File: config.mk
export PLATFORM = sky130hd
export DESIGN_NAME = dht11_responder_flat
export DESIGN_NICKNAME = d
export VERILOG_FILES = /design/src/rtl/dht11_responder_if.sv /design/src/rtl/dht11_responder.sv /design/src/flat_wrapper.sv
export SDC_FILE = /design/constraint.sdc
export NUM_CORES = 1
export LEC_CHECK = 0
export BUFFER_PORTS_ARGS = -buffer_cell sky130_fd_sc_hd__buf_2
export CORE_MARGIN = 2
export CORE_UTILIZATION = 62
export CTS_BUF_LIST = sky130_fd_sc_hd__clkbuf_8
export DETAILED_ROUTE_END_ITERATION = 10
export PLACE_DENSITY = 0.82
export SLEW_MARGIN = 10
export SYNTH_ARGS = -nofsm -noshare
export SYNTH_HDL_FRONTEND = slang
export SYNTH_SLANG_ARGS = --single-unit
File: constraint.sdc
create_clock -name clock -period 3.2 [get_ports clock]
set_clock_uncertainty 0.15 [all_clocks]
set_input_delay 0.64 -clock clock [delete_from_list [all_inputs] [get_ports clock]]
set_output_delay 0.64 -clock clock [all_outputs]
set_load 0.02 [all_outputs]
File: src/rtl/dht11_responder_if.sv
// dht11_responder_if
// Groups the signals exchanged between the DHT11 responder and its
// surroundings. Clock and reset are not part of the interface.
//
//   enable            1 = answer host start pulses, 0 = stay idle, line released
//   dht_in            line value read back from the bidirectional buffer
//   humidity_int      frame byte 0
//   humidity_dec      frame byte 1
//   temp_int          frame byte 2
//   temp_dec          frame byte 3
//   corrupt_checksum  1 = send the inverted checksum
//   dht_drive_low     1 = pull the line low, 0 = release it (high-Z)
//   busy              responder is anywhere but IDLE
//   frame_done        one-cycle pulse after the end marker of a frame
//
// master: the side that owns the line and the data registers.
// slave : the responder itself.
interface dht11_responder_if;
  logic       enable;
  logic       dht_in;
  logic [7:0] humidity_int;
  logic [7:0] humidity_dec;
  logic [7:0] temp_int;
  logic [7:0] temp_dec;
  logic       corrupt_checksum;
  logic       dht_drive_low;
  logic       busy;
  logic       frame_done;

  modport master (
    output enable, dht_in, humidity_int, humidity_dec, temp_int, temp_dec,
           corrupt_checksum,
    input  dht_drive_low, busy, frame_done
  );

  modport slave (
    input  enable, dht_in, humidity_int, humidity_dec, temp_int, temp_dec,
           corrupt_checksum,
    output dht_drive_low, busy, frame_done
  );
endinterface

File: src/rtl/dht11_responder.sv
// dht11_responder
// Sensor-side emulation of the DHT11 single-wire protocol. Waits for the
// host start pulse on the open-drain line, then answers with the response
// preamble followed by a 40-bit frame (humidity_int, humidity_dec,
// temp_int, temp_dec, checksum; each byte MSB first). The line is only
// ever pulled low; a pull-up provides the high level.
//
// Ports:
//   clock  system clock
//   reset  asynchronous, active-high reset
//   bus    dht11_responder_if.slave (enable, dht_in, data bytes,
//          corrupt_checksum in; dht_drive_low, busy, frame_done out)
module dht11_responder #(
  parameter int TICKS_PER_US = 50,
  parameter int START_MIN_US = 18000,
  parameter int RESP_WAIT_US = 30,
  parameter int RESP_LOW_US  = 80,
  parameter int RESP_HIGH_US = 80,
  parameter int BIT_LOW_US   = 50,
  parameter int BIT0_HIGH_US = 27,
  parameter int BIT1_HIGH_US = 70
) (
  input  logic            clock,
  input  logic            reset,
  dht11_responder_if.slave bus
);

  function automatic int max_int(input int a, input int b);
    return (a > b) ? a : b;
  endfunction

  localparam int MAX_US = max_int(max_int(max_int(START_MIN_US, RESP_WAIT_US),
                                          max_int(RESP_LOW_US, RESP_HIGH_US)),
                                  max_int(max_int(BIT_LOW_US, BIT0_HIGH_US),
                                          BIT1_HIGH_US));
  localparam int US_W  = $clog2(MAX_US + 1);
  localparam int PRE_W = (TICKS_PER_US > 1) ? $clog2(TICKS_PER_US) : 1;

  localparam logic [PRE_W-1:0] PRE_LAST       = PRE_W'(TICKS_PER_US - 1);
  localparam logic [US_W-1:0]  US_MAX         = {US_W{1'b1}};
  localparam logic [US_W-1:0]  START_MIN      = US_W'(START_MIN_US);
  // A phase of N us ends on the last prescaler tick of microsecond N-1.
  localparam logic [US_W-1:0]  LAST_WAIT      = US_W'(RESP_WAIT_US - 1);
  localparam logic [US_W-1:0]  LAST_RESP_LOW  = US_W'(RESP_LOW_US - 1);
  localparam logic [US_W-1:0]  LAST_RESP_HIGH = US_W'(RESP_HIGH_US - 1);
  localparam logic [US_W-1:0]  LAST_BIT_LOW   = US_W'(BIT_LOW_US - 1);
  localparam logic [US_W-1:0]  LAST_BIT0_HIGH = US_W'(BIT0_HIGH_US - 1);
  localparam logic [US_W-1:0]  LAST_BIT1_HIGH = US_W'(BIT1_HIGH_US - 1);

  typedef enum logic [3:0] {
    IDLE,
    HOST_START,
    RESP_WAIT,
    RESP_LOW,
    RESP_HIGH,
    BIT_LOW,
    BIT_HIGH,
    END_LOW,
    DONE
  } state_t;

  state_t           state_reg;
  logic             sync1_reg;
  logic             line_s_reg;
  logic [PRE_W-1:0] pre_reg;
  logic [US_W-1:0]  us_reg;
  logic [39:0]      shift_reg;
  logic [5:0]       bit_idx_reg;
  logic             drive_low_reg;
  logic             busy_reg;
  logic             frame_done_reg;

  logic             tick_wrap;
  logic [US_W-1:0]  phase_last;
  logic             phase_end;
  logic [7:0]       checksum;

  // Two-flop synchronizer. Resets to 1 (idle bus level) so that leaving
  // reset never looks like a host start pulse.
  always_ff @(posedge clock or posedge reset) begin
    if (reset) begin
      sync1_reg  <= 1'b1;
      line_s_reg <= 1'b1;
    end else begin
      sync1_reg  <= bus.dht_in;
      line_s_reg <= sync1_reg;
    end
  end

  always_comb begin
    tick_wrap = (pre_reg == PRE_LAST);
    phase_last = '0;
    case (state_reg)
      RESP_WAIT:        phase_last = LAST_WAIT;
      RESP_LOW:         phase_last = LAST_RESP_LOW;
      RESP_HIGH:        phase_last = LAST_RESP_HIGH;
      BIT_LOW, END_LOW: phase_last = LAST_BIT_LOW;
      BIT_HIGH:         phase_last = shift_reg[39] ? LAST_BIT1_HIGH : LAST_BIT0_HIGH;
      default:          phase_last = '0;
    endcase
    phase_end = tick_wrap && (us_reg == phase_last);
    // 8-bit sum wraps naturally; inversion is the error-injection path.
    checksum = (bus.humidity_int + bus.humidity_dec + bus.temp_int + bus.temp_dec)
               ^ {8{bus.corrupt_checksum}};
  end

  always_ff @(posedge clock or posedge reset) begin
    if (reset) begin
      state_reg      <= IDLE;
      pre_reg        <= '0;
      us_reg         <= '0;
      shift_reg      <= '0;
      bit_idx_reg    <= '0;
      drive_low_reg  <= 1'b0;
      busy_reg       <= 1'b0;
      frame_done_reg <= 1'b0;
    end else begin
      frame_done_reg <= 1'b0;

      // Free-running timebase; each state change below clears it again,
      // so every timed state starts from 0 us / tick 0.
      if (tick_wrap) begin
        pre_reg <= '0;
        if (us_reg != US_MAX) begin
          us_reg <= us_reg + 1'b1;
        end
      end else begin
        pre_reg <= pre_reg + 1'b1;
      end

      if (!bus.enable) begin
        state_reg     <= IDLE;
        drive_low_reg <= 1'b0;
        busy_reg      <= 1'b0;
        pre_reg       <= '0;
        us_reg        <= '0;
        bit_idx_reg   <= '0;
      end else begin
        case (state_reg)
          IDLE: begin
            pre_reg <= '0;
            us_reg  <= '0;
            if (!line_s_reg) begin
              state_reg <= HOST_START;
              busy_reg  <= 1'b1;
            end
          end

          HOST_START: begin
            // us_reg saturates, so an arbitrarily long host low is fine.
            if (line_s_reg) begin
              pre_reg <= '0;
              us_reg  <= '0;
              if (us_reg >= START_MIN) begin
                state_reg   <= RESP_WAIT;
                // Frame contents are frozen here; later input changes
                // do not reach a frame in progress.
                shift_reg   <= {bus.humidity_int, bus.humidity_dec,
                                bus.temp_int, bus.temp_dec, checksum};
                bit_idx_reg <= '0;
              end else begin
                state_reg <= IDLE;
                busy_reg  <= 1'b0;
              end
            end
          end

          RESP_WAIT: begin
            if (phase_end) begin
              state_reg     <= RESP_LOW;
              drive_low_reg <= 1'b1;
              pre_reg       <= '0;
              us_reg        <= '0;
            end
          end

          RESP_LOW: begin
            if (phase_end) begin
              state_reg     <= RESP_HIGH;
              drive_low_reg <= 1'b0;
              pre_reg       <= '0;
              us_reg        <= '0;
            end
          end

          RESP_HIGH: begin
            if (phase_end) begin
              state_reg     <= BIT_LOW;
              drive_low_reg <= 1'b1;
              pre_reg       <= '0;
              us_reg        <= '0;
            end
          end

          BIT_LOW: begin
            if (phase_end) begin
              state_reg     <= BIT_HIGH;
              drive_low_reg <= 1'b0;
              pre_reg       <= '0;
              us_reg        <= '0;
            end
          end

          BIT_HIGH: begin
            if (phase_end) begin
              shift_reg     <= {shift_reg[38:0], 1'b0};
              bit_idx_reg   <= bit_idx_reg + 1'b1;
              drive_low_reg <= 1'b1;
              pre_reg       <= '0;
              us_reg        <= '0;
              state_reg     <= (bit_idx_reg == 6'd39) ? END_LOW : BIT_LOW;
            end
          end

          END_LOW: begin
            if (phase_end) begin
              state_reg      <= DONE;
              drive_low_reg  <= 1'b0;
              frame_done_reg <= 1'b1;
              pre_reg        <= '0;
              us_reg         <= '0;
            end
          end

          DONE: begin
            // Our own end-marker low is still in the synchronizer; wait
            // for the line to read high so it is not taken as a new start.
            if (line_s_reg) begin
              state_reg <= IDLE;
              busy_reg  <= 1'b0;
            end
          end

          default: begin
            state_reg     <= IDLE;
            drive_low_reg <= 1'b0;
            busy_reg      <= 1'b0;
          end
        endcase
      end
    end
  end

  assign bus.dht_drive_low = drive_low_reg;
  assign bus.busy          = busy_reg;
  assign bus.frame_done    = frame_done_reg;

endmodule

File: src/flat_wrapper.sv
// flat-port wrapper written by rule: the top's interface ports become plain ports
module dht11_responder_flat 
#(
  parameter int TICKS_PER_US = 50,
  parameter int START_MIN_US = 18000,
  parameter int RESP_WAIT_US = 30,
  parameter int RESP_LOW_US  = 80,
  parameter int RESP_HIGH_US = 80,
  parameter int BIT_LOW_US   = 50,
  parameter int BIT0_HIGH_US = 27,
  parameter int BIT1_HIGH_US = 70
)
  (clock, reset, bus_enable, bus_dht_in, bus_humidity_int, bus_humidity_dec, bus_temp_int, bus_temp_dec, bus_corrupt_checksum, bus_dht_drive_low, bus_busy, bus_frame_done);
  dht11_responder_if bus_i ();
  input  logic clock;
  input  logic reset;
  input wire logic [$bits(bus_i.enable)-1:0] bus_enable;
  input wire logic [$bits(bus_i.dht_in)-1:0] bus_dht_in;
  input wire logic [$bits(bus_i.humidity_int)-1:0] bus_humidity_int;
  input wire logic [$bits(bus_i.humidity_dec)-1:0] bus_humidity_dec;
  input wire logic [$bits(bus_i.temp_int)-1:0] bus_temp_int;
  input wire logic [$bits(bus_i.temp_dec)-1:0] bus_temp_dec;
  input wire logic [$bits(bus_i.corrupt_checksum)-1:0] bus_corrupt_checksum;
  output wire logic [$bits(bus_i.dht_drive_low)-1:0] bus_dht_drive_low;
  output wire logic [$bits(bus_i.busy)-1:0] bus_busy;
  output wire logic [$bits(bus_i.frame_done)-1:0] bus_frame_done;
  assign bus_i.enable = bus_enable;
  assign bus_i.dht_in = bus_dht_in;
  assign bus_i.humidity_int = bus_humidity_int;
  assign bus_i.humidity_dec = bus_humidity_dec;
  assign bus_i.temp_int = bus_temp_int;
  assign bus_i.temp_dec = bus_temp_dec;
  assign bus_i.corrupt_checksum = bus_corrupt_checksum;
  assign bus_dht_drive_low = bus_i.dht_drive_low;
  assign bus_busy = bus_i.busy;
  assign bus_frame_done = bus_i.frame_done;
  dht11_responder #(.TICKS_PER_US(TICKS_PER_US), .START_MIN_US(START_MIN_US), .RESP_WAIT_US(RESP_WAIT_US), .RESP_LOW_US(RESP_LOW_US), .RESP_HIGH_US(RESP_HIGH_US), .BIT_LOW_US(BIT_LOW_US), .BIT0_HIGH_US(BIT0_HIGH_US), .BIT1_HIGH_US(BIT1_HIGH_US)) u_core (.clock(clock), .reset(reset), .bus(bus_i));
endmodule
==> run_summary.xml, run 1 <==
<?xml version="1.0" encoding="UTF-8"?>
<metrics>
  <group name="floorplanning">
    <metric name="design.die.area" unit="µm²">8590</metric>
    <metric name="die_width" unit="µm">92.7</metric>
    <metric name="initial_utilization" unit="%">63.4</metric>
    <metric name="die_h" unit="µm">92.7</metric>
    <metric name="row_count" unit="">32</metric>
    <metric name="area_of_the_placeable_core" unit="µm²">7690</metric>
    <metric name="io-pin-count" unit="">40</metric>
  </group>
  <group name="sta">
    <metric name="slew_headroom" unit="%">54.8</metric>
    <metric name="finalWorstSetupSlack" unit="ns">0.0643</metric>
    <metric name="timing.final.setup_violations" unit="">0</metric>
    <metric name="finalWorstPathRequiredPeriod" unit="ns">3.14</metric>
    <metric name="hold_viol" unit="">0</metric>
    <metric name="post-route-period-util" unit="%">98.0</metric>
    <metric name="achievable-frequency" unit="MHz">319</metric>
    <metric name="worstMarginPinSlew" unit="ns">0.678</metric>
    <metric name="final-max-slew-violation-count" unit="">0</metric>
  </group>
  <group name="placement">
    <metric name="detailed_place_hpwl" unit="µm">7660</metric>
    <metric name="routabilityCongestion" unit="">0.893</metric>
    <metric name="dpl-instance-area" unit="µm²">5230</metric>
    <metric name="portBuffers" unit="">39</metric>
    <metric name="place_worst_setup_slack" unit="ns">-0.372</metric>
  </group>
  <group name="min_path">
    <metric name="min-delay-path-class" unit="">reg -&gt; reg</metric>
  </group>
  <group name="clock_tree">
    <metric name="clk-insertion-delay-late" unit="ns">0.36</metric>
    <metric name="cts_root_buffer" unit="">sky130_fd_sc_hd__clkbuf_8</metric>
    <metric name="path_clk_slew" unit="ns">0.10</metric>
    <metric name="htreeDepth" unit="">3</metric>
    <metric name="tritoncts" unit="">yes</metric>
    <metric name="clock_path_buffers" unit="">2</metric>
    <metric name="clkSinkCount" unit="">76</metric>
    <metric name="cts_made_buffers" unit="">9</metric>
  </group>
  <group name="route">
    <metric name="final_antenna_net_count" unit="">0</metric>
    <metric name="drt-vias-per-instance" unit="">5.72</metric>
    <metric name="initialDrtViolationCount" unit="">271</metric>
    <metric name="postRouteWirelength" unit="µm">10800</metric>
    <metric name="drt_pre_antenna_iters" unit="">5</metric>
    <metric name="detail_route.drc_violations" unit="">0</metric>
    <metric name="dr_vias" unit="">3841</metric>
    <metric name="avgRoutedWirePerCell" unit="µm">16.1</metric>
  </group>
  <group name="critical_path">
    <metric name="critical_path.max_fanout" unit="">2</metric>
    <metric name="critPathRequiredTime" unit="ns">3.30</metric>
    <metric name="start_kind" unit="">input port</metric>
    <metric name="critPathKind" unit="">in -&gt; reg</metric>
    <metric name="worst-endpoint-arrival" unit="ns">3.24</metric>
    <metric name="worst_setup_path_end_kind" unit="">flop</metric>
    <metric name="worst-r2r-setup-slack" unit="ns">0.22</metric>
  </group>
  <group name="global_routing">
    <metric name="global_route.usage.total" unit="%">26.5</metric>
    <metric name="maximum_number_of_pins_on_one_net_before_global_route_repair" unit="">48</metric>
    <metric name="grt-ovfl-total" unit="">0</metric>
    <metric name="antenna_violations_before_repair" unit="">0</metric>
    <metric name="first_global_vias" unit="">3796</metric>
    <metric name="wire_length_of_the_first_global_routing_pass" unit="µm">17900</metric>
  </group>
  <group name="logic_synthesis">
    <metric name="yosysTopAreaCell" unit="">sky130_fd_sc_hd__dfrtp_1</metric>
    <metric name="warnings_from_yosys" unit="">0</metric>
    <metric name="synth_cell_types" unit="">63</metric>
    <metric name="post_synth_inst_count" unit="">518</metric>
    <metric name="async_reset_ff_share" unit="%">100</metric>
    <metric name="synth_edf_count" unit="">0</metric>
    <metric name="yosysSeqAreaShare" unit="%">39.1</metric>
    <metric name="syn_area_per_cell" unit="µm²">9.41</metric>
    <metric name="synth.net_count" unit="">581</metric>
    <metric name="synth.cell_area" unit="µm²">4880</metric>
    <metric name="synth_top_flop_cell" unit="">sky130_fd_sc_hd__dfrtp_1</metric>
    <metric name="synth_top_cells_by_area" unit="">sky130_fd_sc_hd__dfrtp_1, sky130_fd_sc_hd__mux2i_1, sky130_fd_sc_hd__fa_1</metric>
    <metric name="synth-seq-cells" unit="">76</metric>
    <metric name="synth_top_cell_area_share" unit="%">38.0</metric>
  </group>
  <group name="run_status">
    <metric name="status" unit="">completed</metric>
  </group>
  <group name="finish">
    <metric name="mostFrequentLayoutCell" unit="">sky130_fd_sc_hd__dfrtp_1</metric>
    <metric name="syn2layout_area_growth" unit="%">11.7</metric>
    <metric name="layout_common_cells" unit="">sky130_fd_sc_hd__dfrtp_1, sky130_fd_sc_hd__nand2_1, sky130_fd_sc_hd__o21ai_0</metric>
    <metric name="final_layout_size_suffix_gt1_share" unit="%">18.5</metric>
    <metric name="fillers" unit="">576</metric>
    <metric name="finish.instance_area" unit="µm²">5450</metric>
    <metric name="nets" unit="">627</metric>
    <metric name="antennaDiodeCount" unit="">0</metric>
    <metric name="largest_reg_flops" unit="">40</metric>
  </group>
  <group name="power_and_ir_drop">
    <metric name="leakage" unit="nW">2.45</metric>
    <metric name="design_power_total" unit="W">0.00218</metric>
    <metric name="ir_drop" unit="mV">0.245</metric>
    <metric name="power_density" unit="nW/µm²">401</metric>
  </group>
  <group name="job">
    <metric name="max_cap_viol_count" unit="">0</metric>
  </group>
</metrics>
==> cell families after synthesis <==
kind of cell	synth area share, %
fa+ha+maj	9.03
buf+inv	6.41
mux	9.08
simple gates	17.6
flops	39.1
xor+xnor	6.65
compound gates	12.2
==> where the power goes <==
group	switching [W]	total (W)	internal, W
clock	0.000408	0.000702	0.000294
sequential	0.00000648	0.000971	0.000965
combinational	0.000253	0.000510	0.000257
total	0.000668	0.00218	0.00152
==> worst max-delay path: stages <==
cell and delay (ns):
sky130_fd_sc_hd__buf_6 0.07, sky130_fd_sc_hd__inv_2 0.03, sky130_fd_sc_hd__fa_1 0.56, sky130_fd_sc_hd__fa_1 0.43, sky130_fd_sc_hd__inv_1 0.08, sky130_fd_sc_hd__ha_2 0.19
sky130_fd_sc_hd__inv_2 0.04, sky130_fd_sc_hd__fa_2 0.33, sky130_fd_sc_hd__nor2b_1 0.12, sky130_fd_sc_hd__o21ai_1 0.06, sky130_fd_sc_hd__nand2b_1 0.09, sky130_fd_sc_hd__a31oi_1 0.10
sky130_fd_sc_hd__xnor2_1 0.14, sky130_fd_sc_hd__o21ai_1 0.07, sky130_fd_sc_hd__mux2_4 0.28
==> path summary, 6_finish.rpt <==
kind                                                      start                               to  depth (start not counted)
worst max-delay path                            bus_temp_dec[1]  u_core.shift_reg[7]$_DFFE_PP0P_                         15
worst min-delay path                 u_core.sync1_reg$_DFF_PP1_      u_core.line_s_reg$_DFF_PP1_                          0
worst max register to register  u_core.state_reg[0]$_DFFE_PP0P_       u_core.us_reg[7]$_DFF_PP0_                          8
worst min register to register       u_core.sync1_reg$_DFF_PP1_      u_core.line_s_reg$_DFF_PP1_                          0
max in group asynchronous                                 reset      u_core.line_s_reg$_DFF_PP1_                          3
min in group asynchronous                                 reset  u_core.bus.frame_done$_DFF_PP0_                          2
==> layout make-up <==
type / count / area [µm²] / share of cell area (%)
well taps: 102 / 128 / 2.34
inverters: 45 / 176 / 3.24
multi-input cells: 372 / 2680 / 49.2
clock buffers: 9 / 124 / 2.27
clock inverters: 7 / 57.6 / 1.06
flip-flops and latches: 76 / 1900 / 35.0
repair buffers: 60 / 374 / 6.87
==> layer usage <==
layer	track usage (%)	up-vias	routed length (µm)
met5	0	-	0
met4	8.82	0	159
met3	4.07	14	481
met2	42.3	110	5220
met1	37.5	1857	4910
li1	-	1860	-
==> per-stage QoR <==
stage               instances  hold WS [ns]  setup TNS [ns]  util, %
finish                    671         0.213               0     70.8
global route              671         0.211         -0.0185     70.8
CTS                       668         0.216               0     70.4
detailed placement        652         0.203           -1.30     68.0
global placement          652         0.196          -0.966     68.0
floorplan                 518         0.195          -0.130        -
==> Yosys cell counts, drive strengths merged (3+ instances only) <==
master,number
fa,14
mux2,4
nor2,40
xor2,18
inv,45
nor2b,3
nand2,59
buf,16
xnor2,19
and3,4
o21ai,51
or2,3
o32ai,3
a21o,6
clkbuf,9
a21oi,13
nand4,11
nor3,10
a211o,3
dfrtp,74
nand3,15
mux2i,39
or3,5
ha,12
nand2b,5
==> repair_timing <==
| item | in CTS | in global routing |
|---|---|---|
| endpoints found under the setup margin | 0 | 2 |
| setup buffers | 0 | 3 |
| endpoints found under the hold margin | 0 | 0 |
| hold buffers | 0 | 0 |
| resized for setup | 0 | 5 |
(Power assumes the default switching activity.)
==> run 2, diff against run 1 <==
==> constraint.sdc (replaced) <==
create_clock -name clock -period 3.2 [get_ports clock]
set_clock_uncertainty 0.15 [all_clocks]
set_input_delay 0.96 -clock clock [delete_from_list [all_inputs] [get_ports clock]]
set_output_delay 0.96 -clock clock [all_outputs]
set_load 0.02 [all_outputs]
==> run 2 against run 1 <==
Effect of this change: the flow now finishes with violations (negative setup slack); maximum frequency decreased by 10%; register-to-register slack got worse by 0.08 ns; largest cell class unchanged; combinational power is 12% higher; critical endpoint unchanged; sequential cell count is the same; global-route usage rose by 0.85 points; clock power grew 3.4%; die area unchanged.
==> run_summary.xml, run 2 (synthesis results as in run 1) <==
<?xml version="1.0" encoding="UTF-8"?>
<metrics>
  <group name="global_routing">
    <metric name="first_global_vias" unit="">3876</metric>
    <metric name="maximum_number_of_pins_on_one_net_before_global_route_repair" unit="">44</metric>
    <metric name="global_route.usage.total" unit="%">27.3</metric>
    <metric name="antenna_violations_before_repair" unit="">0</metric>
    <metric name="grt-ovfl-total" unit="">0</metric>
    <metric name="wire_length_of_the_first_global_routing_pass" unit="µm">18500</metric>
  </group>
  <group name="job">
    <metric name="max_cap_viol_count" unit="">0</metric>
  </group>
  <group name="floorplanning">
    <metric name="die_width" unit="µm">92.7</metric>
    <metric name="io-pin-count" unit="">40</metric>
    <metric name="die_h" unit="µm">92.7</metric>
    <metric name="design.die.area" unit="µm²">8590</metric>
    <metric name="initial_utilization" unit="%">63.4</metric>
    <metric name="area_of_the_placeable_core" unit="µm²">7690</metric>
    <metric name="row_count" unit="">32</metric>
  </group>
  <group name="critical_path">
    <metric name="worst_path_max_delay_cell" unit="">sky130_fd_sc_hd__fa_1</metric>
    <metric name="critical_path_depth" unit="">15</metric>
    <metric name="worst_setup_path_end_kind" unit="">flop</metric>
    <metric name="worst-path-buf-inv" unit="">4</metric>
    <metric name="critPathKind" unit="">in -&gt; reg</metric>
    <metric name="critical_path.max_fanout" unit="">2</metric>
    <metric name="worst-endpoint-arrival" unit="ns">3.57</metric>
    <metric name="start_kind" unit="">input port</metric>
    <metric name="critical_path.top_delay_family" unit="">adder cells</metric>
    <metric name="critical_path.cell_chain" unit="">buf_8 -&gt; inv_4 -&gt; fa_1 -&gt; fa_1 -&gt; inv_1 -&gt; ha_2 -&gt; inv_2 -&gt; fa_2 -&gt; nor2b_1 -&gt; o21ai_1 -&gt; nand2b_1 -&gt; a31oi_1 -&gt; xnor2_1 -&gt; o21ai_1 -&gt; mux2_4</metric>
    <metric name="timing.critical_path.slowest_cell_delay" unit="ns">0.55</metric>
    <metric name="critPathRequiredTime" unit="ns">3.28</metric>
    <metric name="r2r.worst_path.cells" unit="">7</metric>
  </group>
  <group name="route">
    <metric name="final_antenna_net_count" unit="">0</metric>
    <metric name="postRouteWirelength" unit="µm">11200</metric>
    <metric name="routedLengthMet1" unit="µm">4940</metric>
    <metric name="dr_vias" unit="">3960</metric>
    <metric name="drt_pre_antenna_iters" unit="">5</metric>
    <metric name="avgRoutedWirePerCell" unit="µm">16.5</metric>
    <metric name="highest_layer" unit="">met4</metric>
    <metric name="drt-vias-per-instance" unit="">5.81</metric>
    <metric name="detail_route.drc_violations" unit="">0</metric>
    <metric name="met3WireLength" unit="µm">464</metric>
    <metric name="initialDrtViolationCount" unit="">211</metric>
    <metric name="routed-wl-met2" unit="µm">5640</metric>
  </group>
  <group name="finish">
    <metric name="nets" unit="">637</metric>
    <metric name="layout.core_utilization" unit="%">73.3</metric>
    <metric name="layout_common_cells" unit="">sky130_fd_sc_hd__dfrtp_1, sky130_fd_sc_hd__nand2_1, sky130_fd_sc_hd__nor2_1, sky130_fd_sc_hd__o21ai_0, sky130_fd_sc_hd__mux2i_1</metric>
    <metric name="final_layout_size_suffix_gt1_share" unit="%">21.4</metric>
    <metric name="syn2layout_area_growth" unit="%">15.6</metric>
    <metric name="mostFrequentLayoutCell" unit="">sky130_fd_sc_hd__dfrtp_1</metric>
    <metric name="post_layout_nonfiller_instances" unit="">681</metric>
    <metric name="antennaDiodeCount" unit="">0</metric>
    <metric name="largest_reg_flops" unit="">40</metric>
  </group>
  <group name="sta">
    <metric name="post-route-period-util" unit="%">109</metric>
    <metric name="rsz_0062_raised_after_global_routing" unit="">true</metric>
    <metric name="slew_headroom" unit="%">54.5</metric>
    <metric name="worstMarginPinSlew" unit="ns">0.683</metric>
    <metric name="timing.final.setup_violations" unit="">5</metric>
    <metric name="achievable-frequency" unit="MHz">287</metric>
    <metric name="finalWorstPathRequiredPeriod" unit="ns">3.49</metric>
    <metric name="hold_viol" unit="">0</metric>
    <metric name="finalWorstSetupSlack" unit="ns">-0.289</metric>
    <metric name="final-max-slew-violation-count" unit="">0</metric>
  </group>
  <group name="power_and_ir_drop">
    <metric name="leakage" unit="nW">2.55</metric>
    <metric name="ir_drop" unit="mV">0.234</metric>
    <metric name="power_density" unit="nW/µm²">403</metric>
  </group>
  <group name="placement">
    <metric name="routabilityCongestion" unit="">0.895</metric>
    <metric name="dp.cells" unit="">664</metric>
    <metric name="detailed_place_hpwl" unit="µm">8060</metric>
    <metric name="portBuffers" unit="">39</metric>
  </group>
  <group name="clock_tree">
    <metric name="clock_path_buffers" unit="">2</metric>
    <metric name="cts_root_buffer" unit="">sky130_fd_sc_hd__clkbuf_8</metric>
    <metric name="clkSinkCount" unit="">76</metric>
    <metric name="path_clk_slew" unit="ns">0.08</metric>
    <metric name="cts_made_buffers" unit="">9</metric>
    <metric name="htreeDepth" unit="">3</metric>
    <metric name="clk-insertion-delay-late" unit="ns">0.35</metric>
    <metric name="tritoncts" unit="">yes</metric>
  </group>
  <group name="min_path">
    <metric name="min-delay-path-class" unit="">reg -&gt; reg</metric>
    <metric name="hold_path_depth" unit="">0</metric>
  </group>
  <group name="run_status">
    <metric name="status" unit="">finished with violations</metric>
    <metric name="violations" unit="">negative setup slack</metric>
  </group>
</metrics>
## run 2: cell types whose count changed in the layout (fill, tap and decap cells not counted), sizes merged
cell and delta:
inv -2, clkinv +3, clkinvlp -2, bufinv +1
buf +10
## run 2: report_power, final
| part | internal [W] | total [W] | switching, W |
|---|---|---|---|
| Clock | 0.000358 | 0.000726 | 0.000369 |
| Combinational | 0.000293 | 0.000573 | 0.000281 |
| Sequential | 0.000965 | 0.000971 | 0.00000623 |
## run 2: worst paths after layout
path                                                 start                                 to  slack, ns
min in group asynchronous                            reset         u_core.us_reg[5]$_DFF_PP0_       0.51
hold / removal                  u_core.sync1_reg$_DFF_PP1_        u_core.line_s_reg$_DFF_PP1_       0.21
max in group asynchronous                            reset   u_core.shift_reg[26]$_DFFE_PP0P_       1.58
setup reg to reg           u_core.state_reg[1]$_DFFE_PP0P_  u_core.bit_idx_reg[4]$_DFFE_PP0P_       0.14
hold reg to reg                 u_core.sync1_reg$_DFF_PP1_        u_core.line_s_reg$_DFF_PP1_       0.21
setup / recovery                           bus_temp_dec[1]    u_core.shift_reg[7]$_DFFE_PP0P_      -0.29
## run 2: worst reg2reg max path, stage by stage, from the launching register on
cell                       delay [ns]
sky130_fd_sc_hd__dfrtp_1         0.58
sky130_fd_sc_hd__o21bai_1        0.46
sky130_fd_sc_hd__a211o_1         0.17
sky130_fd_sc_hd__nand4_1         0.18
sky130_fd_sc_hd__nor3_1          0.45
sky130_fd_sc_hd__nand3_2         0.34
sky130_fd_sc_hd__or4_1           0.57
sky130_fd_sc_hd__nand3_1         0.10
## run 2: layer usage
metal  track usage, %  vias to the layer above
met3             4.23                       19
met1             36.0                     1962
met4             9.44                        0
li1                 -                     1876
met2             46.5                      103
met5                0                        -
## run 2: final cells by class
class | count | area, µm²
multi-input cells | 372 | 2730
fillers | 539 | 2050
flip-flops and latches | 76 | 1900
repair buffers | 70 | 498
inverters | 45 | 186
well taps | 102 | 128
clock buffers | 9 | 124
clock inverters | 7 | 66.3
## run 2: repair_timing
action	CTS	global route
gates resized for setup	11	10
setup buffers	3	1
setup endpoints to repair	5	6
hold buffers	0	0
pin swaps	9	14
## run 2: per-stage QoR
| stage | setup TNS, ns | hold slack, ns | instance area (µm²) | worst slack, ns | power, W |
|---|---|---|---|---|---|
| final | -0.426 | 0.211 | 5630 | -0.289 | 0.00227 |
| after floorplan | -0.942 | 0.195 | 4900 | -0.450 | 0.00132 |
| after detailed placement | -3.01 | 0.200 | 5360 | -0.745 | 0.00150 |
| after global routing | -0.789 | 0.217 | 5630 | -0.351 | 0.00237 |
| after global placement | -2.61 | 0.197 | 5360 | -0.657 | 0.00147 |
| after CTS | -0.480 | 0.213 | 5600 | -0.285 | 0.00226 |
==> run 3, diff against run 2 <==
--- a/config.mk
+++ b/config.mk
@@ -11,6 +11,7 @@
 export CTS_BUF_LIST = sky130_fd_sc_hd__clkbuf_8
 export DETAILED_ROUTE_END_ITERATION = 10
 export PLACE_DENSITY = 0.82
+export SKIP_LAST_GASP = 1
 export SLEW_MARGIN = 10
 export SYNTH_ARGS = -nofsm -noshare
 export SYNTH_HDL_FRONTEND = slang
==> run 3 against run 2 <==
Effect of this change: the run still ends with negative setup slack left; critical path depth unchanged; routed wire length is 1.0% higher; cell count stayed put; non-clock buffer count did not move; utilization decreased by 0.065 points; design area about the same; worst hold slack about the same; sequential power about the same; total power shrank 0.24%; sequential share of layout area barely moved; maximum frequency down 0.21%; critical path type unchanged; critical endpoint unchanged.
==> run_summary.xml, run 3 (synthesis results as in run 1) <==
<?xml version="1.0" encoding="UTF-8"?>
<metrics>
  <group name="global_routing">
    <metric name="wire_length_of_the_first_global_routing_pass" unit="µm">18500</metric>
    <metric name="antenna_violations_before_repair" unit="">0</metric>
    <metric name="maximum_number_of_pins_on_one_net_before_global_route_repair" unit="">44</metric>
    <metric name="global_route.usage.total" unit="%">27.4</metric>
    <metric name="first_global_vias" unit="">3887</metric>
    <metric name="grt-ovfl-total" unit="">0</metric>
  </group>
  <group name="finish">
    <metric name="post_layout_nonfiller_instances" unit="">681</metric>
    <metric name="syn2layout_area_growth" unit="%">15.4</metric>
    <metric name="nets" unit="">637</metric>
    <metric name="mostFrequentLayoutCell" unit="">sky130_fd_sc_hd__dfrtp_1</metric>
    <metric name="finish.instance_area" unit="µm²">5630</metric>
    <metric name="largest_reg_flops" unit="">40</metric>
    <metric name="fillers" unit="">536</metric>
    <metric name="layout_common_cells" unit="">sky130_fd_sc_hd__dfrtp_1, sky130_fd_sc_hd__nand2_1, sky130_fd_sc_hd__nor2_1, sky130_fd_sc_hd__o21ai_0, sky130_fd_sc_hd__mux2i_1</metric>
    <metric name="final_layout_size_suffix_gt1_share" unit="%">21.2</metric>
    <metric name="antennaDiodeCount" unit="">0</metric>
  </group>
  <group name="power_and_ir_drop">
    <metric name="power_density" unit="nW/µm²">402</metric>
    <metric name="leakage" unit="nW">2.54</metric>
    <metric name="design_power_total" unit="W">0.00227</metric>
    <metric name="ir_drop" unit="mV">0.218</metric>
  </group>
  <group name="placement">
    <metric name="dp.cells" unit="">664</metric>
    <metric name="dpl-instance-area" unit="µm²">5360</metric>
    <metric name="routabilityCongestion" unit="">0.895</metric>
    <metric name="detailed_place_hpwl" unit="µm">8060</metric>
    <metric name="portBuffers" unit="">39</metric>
  </group>
  <group name="sta">
    <metric name="hold_viol" unit="">0</metric>
    <metric name="fin_setup_tns" unit="ns">-0.449</metric>
    <metric name="worstMarginPinSlew" unit="ns">0.691</metric>
    <metric name="finalWorstPathRequiredPeriod" unit="ns">3.50</metric>
    <metric name="slew_headroom" unit="%">54.0</metric>
    <metric name="final.hold.worst_slack" unit="ns">0.211</metric>
    <metric name="post-route-period-util" unit="%">109</metric>
    <metric name="rsz_0062_raised_after_global_routing" unit="">true</metric>
    <metric name="achievable-frequency" unit="MHz">286</metric>
    <metric name="final-max-slew-violation-count" unit="">0</metric>
    <metric name="timing.final.setup_violations" unit="">5</metric>
    <metric name="finalWorstSetupSlack" unit="ns">-0.296</metric>
  </group>
  <group name="floorplanning">
    <metric name="die_width" unit="µm">92.7</metric>
    <metric name="io-pin-count" unit="">40</metric>
    <metric name="area_of_the_placeable_core" unit="µm²">7690</metric>
    <metric name="design.die.area" unit="µm²">8590</metric>
    <metric name="die_h" unit="µm">92.7</metric>
    <metric name="row_count" unit="">32</metric>
    <metric name="initial_utilization" unit="%">63.4</metric>
  </group>
  <group name="critical_path">
    <metric name="worstSetupStartpoint" unit="">bus_temp_dec[1]</metric>
    <metric name="worst-endpoint-arrival" unit="ns">3.58</metric>
    <metric name="worst-r2r-setup-slack" unit="ns">0.13</metric>
    <metric name="reg_to_reg_startpoint" unit="">u_core.state_reg[1]$_DFFE_PP0P_</metric>
    <metric name="critPathKind" unit="">in -&gt; reg</metric>
    <metric name="worst_setup_path_end_kind" unit="">flop</metric>
    <metric name="critPathRequiredTime" unit="ns">3.28</metric>
    <metric name="start_kind" unit="">input port</metric>
    <metric name="critical_path.max_fanout" unit="">2</metric>
  </group>
  <group name="clock_tree">
    <metric name="cts_made_buffers" unit="">9</metric>
    <metric name="path_clk_slew" unit="ns">0.08</metric>
    <metric name="htreeDepth" unit="">3</metric>
    <metric name="cts_root_buffer" unit="">sky130_fd_sc_hd__clkbuf_8</metric>
    <metric name="clk-insertion-delay-late" unit="ns">0.35</metric>
    <metric name="clkSinkCount" unit="">76</metric>
    <metric name="tritoncts" unit="">yes</metric>
    <metric name="hold_buffers" unit="">0</metric>
    <metric name="clock_path_buffers" unit="">2</metric>
  </group>
  <group name="run_status">
    <metric name="status" unit="">finished with violations</metric>
    <metric name="violations" unit="">negative setup slack</metric>
  </group>
  <group name="route">
    <metric name="initialDrtViolationCount" unit="">249</metric>
    <metric name="detail_route.drc_violations" unit="">0</metric>
    <metric name="postRouteWirelength" unit="µm">11300</metric>
    <metric name="drt-vias-per-instance" unit="">5.84</metric>
    <metric name="drt_pre_antenna_iters" unit="">5</metric>
    <metric name="final_antenna_net_count" unit="">0</metric>
    <metric name="avgRoutedWirePerCell" unit="µm">16.7</metric>
    <metric name="dr_vias" unit="">3978</metric>
  </group>
  <group name="min_path">
    <metric name="min-delay-path-class" unit="">reg -&gt; reg</metric>
    <metric name="holdCritStartpoint" unit="">u_core.sync1_reg$_DFF_PP1_</metric>
  </group>
  <group name="job">
    <metric name="max_cap_viol_count" unit="">0</metric>
  </group>
</metrics>
[run 3: layout make-up]
type	instances	area, µm²	share of cell area (%)
tap	102	128	2.27
timing repair buffer	70	500	8.89
clock buffer	9	124	2.20
sequential	76	1900	33.8
multi-input combinational	372	2720	48.3
clock inverter	7	66.3	1.18
inverter	45	186	3.31
[run 3: per-stage QoR]
step                utilization, %  worst slack (ns)
floorplan                        -            -0.450
global placement              69.7            -0.657
detailed placement            69.7            -0.745
CTS                           72.5            -0.290
global route                  73.2            -0.351
finish                        73.2            -0.296
[run 3: timing repair]
action | 4_1_cts | 5_1_grt
pin swaps | 9 | 13
setup endpoints to repair | 5 | 6
setup buffers | 3 | 2
hold endpoints to repair | 0 | 0
resized for setup | 7 | 12
[run 3: worst max-delay path, cell delays in order]
cell,delay [ns]
sky130_fd_sc_hd__buf_8,0.08
sky130_fd_sc_hd__inv_4,0.03
sky130_fd_sc_hd__fa_1,0.55
sky130_fd_sc_hd__fa_1,0.41
sky130_fd_sc_hd__inv_1,0.07
sky130_fd_sc_hd__ha_2,0.19
sky130_fd_sc_hd__inv_2,0.04
sky130_fd_sc_hd__fa_2,0.33
sky130_fd_sc_hd__nor2b_1,0.12
sky130_fd_sc_hd__o21ai_1,0.07
sky130_fd_sc_hd__nand2b_1,0.09
sky130_fd_sc_hd__a31oi_1,0.09
sky130_fd_sc_hd__xnor2_1,0.16
sky130_fd_sc_hd__o21ai_1,0.09
sky130_fd_sc_hd__mux2_4,0.30
[run 3: worst paths after layout]
path,cells after the start,to
worst max-delay path,15,u_core.shift_reg[7]$_DFFE_PP0P_
worst max register to register,7,u_core.bit_idx_reg[4]$_DFFE_PP0P_
worst min register to register,0,u_core.line_s_reg$_DFF_PP1_
worst min-delay path,0,u_core.line_s_reg$_DFF_PP1_
max in group asynchronous,4,u_core.shift_reg[26]$_DFFE_PP0P_
min in group asynchronous,2,u_core.us_reg[5]$_DFF_PP0_
[run 3: metal layers]
metal  global-route usage [%]  vias to the layer above  wire [µm]
li1                         -                     1876          -
met1                     36.1                     1969       4950
met2                     46.1                      118       5740
met3                     4.39                       15        489
met4                     9.80                        0        163
met5                        0                        -          0
[run 3: power by group]
part	leakage [nW]	switching, W	internal [W]
Clock	0.105	0.000370	0.000358
Sequential	1.05	0.00000611	0.000965
Combinational	1.39	0.000279	0.000288
